==> config.mk <==
export PLATFORM = sky130hd
export DESIGN_NAME = sat_counter
export DESIGN_NICKNAME = d
export VERILOG_FILES = /design/src/rtl/counter_checker_sat_counter.sv
export SDC_FILE = /design/constraint.sdc
export NUM_CORES = 1
export LEC_CHECK = 0
export CAP_MARGIN = 20
export CORE_UTILIZATION = 53
export CTS_CLUSTER_DIAMETER = 100
export DETAILED_ROUTE_END_ITERATION = 10
export PLACE_DENSITY_LB_ADDON = 0.2
export SYNTH_ARGS = -nofsm -noshare
export SYNTH_HDL_FRONTEND = slang
export SYNTH_SLANG_ARGS = --single-unit
==> constraint.sdc <==
create_clock -name clk -period 3.15 [get_ports clk]
set_clock_uncertainty 0.2 [all_clocks]
set_input_delay 0.315 -clock clk [delete_from_list [all_inputs] [get_ports clk]]
set_output_delay 0.315 -clock clk [all_outputs]
set_load 0.01 [all_outputs]
==> src/rtl/counter_checker_sat_counter.sv <==
// Saturating up-counter: clear beats increment, and the count holds at all-ones.
module sat_counter #(
    parameter int unsigned W = 16
) (
    input  logic         clk,
    input  logic         rst,
    input  logic         inc_i,
    input  logic         clr_i,
    output logic [W-1:0] count_o
);

    logic [W-1:0] count_q;
    logic [W-1:0] count_d;

    always_comb begin
        count_d = count_q;
        if (clr_i) begin
            count_d = '0;
        end else if (inc_i && (count_q != {W{1'b1}})) begin
            count_d = count_q + W'(1);
        end
    end

    always_ff @(posedge clk or posedge rst) begin
        if (rst) begin
            count_q <= '0;
        end else begin
            count_q <= count_d;
        end
    end

    assign count_o = count_q;

endmodule

### Word-level counts from Yosys, hierarchy flattened

Cells that the tools add are included.

* register bits after elaboration: 16
* input port bits: 4
* output and inout bits: 16
* logic and storage cells: 7

* add/sub/neg operators: 1
* equal/unequal tests: 1
* mux-type cells: 2
* reduce and logical (&&, ||, !) cells: 2

Operators by type and width (number)
* 16-bit 2-to-1 mux: 2
* 16-bit by 1-bit adder with 16-bit output (second input constant): 1
* 16-bit inequality test (second input constant): 1
* 2-bit nonzero test: 1
* 1-bit logical AND: 1

### Depth between registers and ports, before layout

* word-level depth: 4
* depth in mapped cells: 6
* gate-level depth less buffers: 5

### Least setup slack after synthesis

No wires, ideal clock.

* path type: flip-flop to flip-flop
* from: reg count_q[0], in the netlist count_o[0]
* to: reg count_q[0], in the netlist count_o[0]
* library setup time: 0.125 ns
* arrival time: 1.698 ns
* required time: 2.825 ns
* setup slack: 1.127 ns
* stages on the path, launching flop included: 7
* path buffers: 1
* clock period less this slack: 2.023 ns
* cell sequence: dfrtp_1 ha_1 clkbuf_1 nand3_1 nor4_1 nor2b_1 mux2_2

* longest elaborated chain between the ends: 3
* elaborated cells on any way between the ends: 6
* classes of those cells: add/sub: 1; eq/ne: 1; mux: 2; reduce/logical: 2

RTL lines
* start, declared: RTL line 12 `logic [W-1:0] count_q;`
* start signal, assigned: RTL line 28 `count_q <= count_d;`
* 16-bit by 1-bit adder with 16-bit output or 16-bit inequality test (tied branches): RTL line 20, 19
* 16-bit 2-to-1 mux or 1-bit logical AND (tied branches): RTL line 19 `end else if (inc_i && (count_q != {W{1'b1}})) begin`
* 16-bit 2-to-1 mux or 2-bit nonzero test (tied branches)

Several ways; a longest one is shown, not always the timed one. The select of a mux whose other input is x is not followed.
A chain may end at the register's enable or synchronous reset.

### Worst setup path after layout

* from: in inc_i
* to: reg count_q[13], in the netlist count_o[13]

* longest elaborated chain between the ends: 2

RTL lines
* start, declared: RTL line 7 `input logic inc_i,`
* 1-bit logical AND: RTL line 19
* 2-bit nonzero test (no line)

No other way between the ends.

==> flow_summary_export.csv <==
group,metric,value,unit
synth,synth-seq-cells,16,
routing,drt_wl_total,2130,um
floorplan,die_area,0.00193,mm2
flow_run,drv_cap,0,
sta,tightestPinTransition,0.668,ns
synth,yosys_warnings,0,
status,status,"complete, no violations",
sta,fin_crit,2.27,ns
routing,wire_per_inst,15.6,um
sta,clock.fmax,441,MHz
place,io_buffers,19,
routing,vias,880,
cts,ctsResizeCount,0,
place,gp_congestion,0.791,
floorplan,start_util,0.591,
worst_setup_path,worst_setup_path_start_kind,"primary input",
grt,antenna_found_initial,0,
synth,yosys.area.top_type,"dfrtp_1",
cts,cts_post_setup_buffers_inserted,0,
worst_setup_path,critical-path-top-delay-family,"simple AND/OR/NAND/NOR gates",
synth,synth_top_area_frac,0.430,
synth,syn_area,932,um2
pwr,total_power,0.377,mW
worst_setup_path,path_buf_inv,1,
sta,slew-limit-headroom,0.553,
sta,slew_violations,0,
worst_setup_path,critical_path.max_fanout,8,
cts,numCtsBuffers,3,
synth,synthTopCellsByArea,"dfrtp_1 43%, a21oi_1 6.4%, or4_1 4.8%",
floorplan,pin_count,20,
routing,drc,0,
routing,drtPass1Iterations,4,
floorplan,dieWidth,43.9,um
cts,cts.hold.buffers_added,0,
worst_setup_path,criticalPathCategory,"in -> reg",
cts,root_buffer,"clkbuf_4",
routing,drtIter0Drc,32,
sta,fin_crit_sh,0.719,
layout,fin_area,0.00115,mm2
floorplan,rows,14,
sta,final.setup.tns,0,ns
sta,grt_setup_unrepaired,"no",
place,dp_hpwl,1530,um
grt,grt_pass1_vias,830,
grt,overflow,0,
place,placed_area,0.00112,mm2
cts,clk_pin_slew,0.10,ns
synth,syn-num-nets,106,
worst_setup_path,crit_chain,"clkdlybuf4s50_1 > nand3_1 > or4_4 > or4_1 > a21oi_1",
pwr,leakage,0.412,nW
cts,cts_tree,"built",
synth,syn_area_per_cell,9.23,um2
grt,grtUsageTotal,0.245,
sta,finalHoldViolations,0,
synth,synth-seq-area-share,0.430,
synth,netlist_instances,101,
worst_setup_path,required,3.15,ns
cts,cts.sinks,16,
worst_setup_path,cpPeakStageDelay,0.62,ns
pwr,peakVddDrop,0.000279,V
routing,detail-route-antenna-nets,0,
layout,finalCoreUtilization,0.732,
floorplan,die_h,43.9,um
layout,diodes,0,
layout,largest_reg_flops,16,
hold_path,holdCritPathClass,"in -> async",
worst_setup_path,end_kind,"register",
sta,hold_slack,0.196,ns
cts,htreeDepth,1,
cts,worstSkewPairLatency,0.29,ns
floorplan,core,0.00158,mm2
synth,synth_cell_types,29,
worst_setup_path,arrival,2.27,ns
layout,final_net_count,126,
layout,drive_gt1_frac,0.0833,
pwr,p_per_area,327,mW/mm2
layout,area_delta_synth_final,23.8,%
routing,vias_per_cell,6.47,
worst_setup_path,critPathSlowestCell,"clkdlybuf4s50_1",
cts,cts_buffer_depth,2,
grt,grt_pass1_wl,3480,um
sta,setup_violations,0,
grt,grt_max_degree,20,
-- logic make-up (layout without fill, tap and decap cells) --
logic type / Yosys count / in the layout / share of synthesized area
compound gates: 25 / 25 / 0.157
fa+ha+maj: 1 / 1 / 0.0134
simple gates: 49 / 49 / 0.326
buf+inv: 7 / 26 / 0.0389
mux: 3 / 3 / 0.0349
flops: 16 / 16 / 0.430
-- final timing paths --
check / cells after the start / slack [ns] / end / from
worst min-delay path: 2 / 0.20 / count_o[14] / rst
max in group asynchronous: 2 / 2.16 / count_o[12] / rst
worst min register to register: 2 / 0.39 / count_o[14] / count_o[14]
min in group clk: 2 / 0.39 / count_o[14] / count_o[14]
worst max register to register: 4 / 0.97 / count_o[0] / count_o[11]
worst max-delay path: 5 / 0.88 / count_o[13] / inc_i
-- per-stage QoR --
stage,std cells,setup WS (ns)
finish,136,0.884
global route,136,0.767
CTS,136,0.919
detailed placement,132,0.625
global placement,132,0.704
floorplan,101,1.13
-- cell usage after synthesis --
master and instances:
o21ai_0 5, and4_1 1, inv_1 3, nor2b_1 3
nor4_1 3, nand2b_1 2, dlygate4sd1_1 1, or3_2 1
mux2_2 2, mux2i_1 1, nand2_1 6, or4_2 1
o31ai_1 5, a31oi_1 1, nor2_1 3, a21oi_1 12
or3_1 6, ha_1 1, o41ai_1 2, or4_1 6
clkbuf_1 1, or4_4 1, nand3_1 7, clkbuf_2 1
nand4_1 4, nand4_4 1, nor3_1 4, buf_4 1
dfrtp_1 16
-- routing by layer --
metal  up-vias  track usage  wire length [um]
met2        25        0.421              1050
met3         5       0.0250                81
met5         -            0                 0
li1        430            -                 -
met4         0        0.121                33
met1       420        0.306               964
-- worst register-to-register path, stage by stage, from the launching register on --
cell	delay [ns]
dfrtp_1	0.46
nand4_1	0.29
nor4_1	0.63
nor2b_1	0.18
mux2_2	0.31
-- placed cells by master, fill, tap and decap left out, drive strengths merged, types with 5 or more instances in the layout --
master / instances
o21ai: 5
clkdlybuf4s50: 19
nand2: 6
nand3: 7
or4: 8
or3: 7
a21oi: 12
nand4: 5
o31ai: 5
dfrtp: 16
-- area by class of cell --
cell class,count,area [um2]
multi-input cells,78,495
fillers,126,423
flip-flops and latches,16,400
repair buffers,19,190
clock buffers,4,36.3
well taps,16,20.0
inverters,3,11.3
-- power by group --
| group | internal (mW) | switching [mW] | total [mW] |
|---|---|---|---|
| Sequential | 0.208 | 0.00374 | 0.211 |
| Clock | 0.0705 | 0.0674 | 0.138 |
| Combinational | 0.0123 | 0.0159 | 0.0282 |
| Total | 0.290 | 0.0870 | 0.377 |
Power figures use the tool's default switching activity.
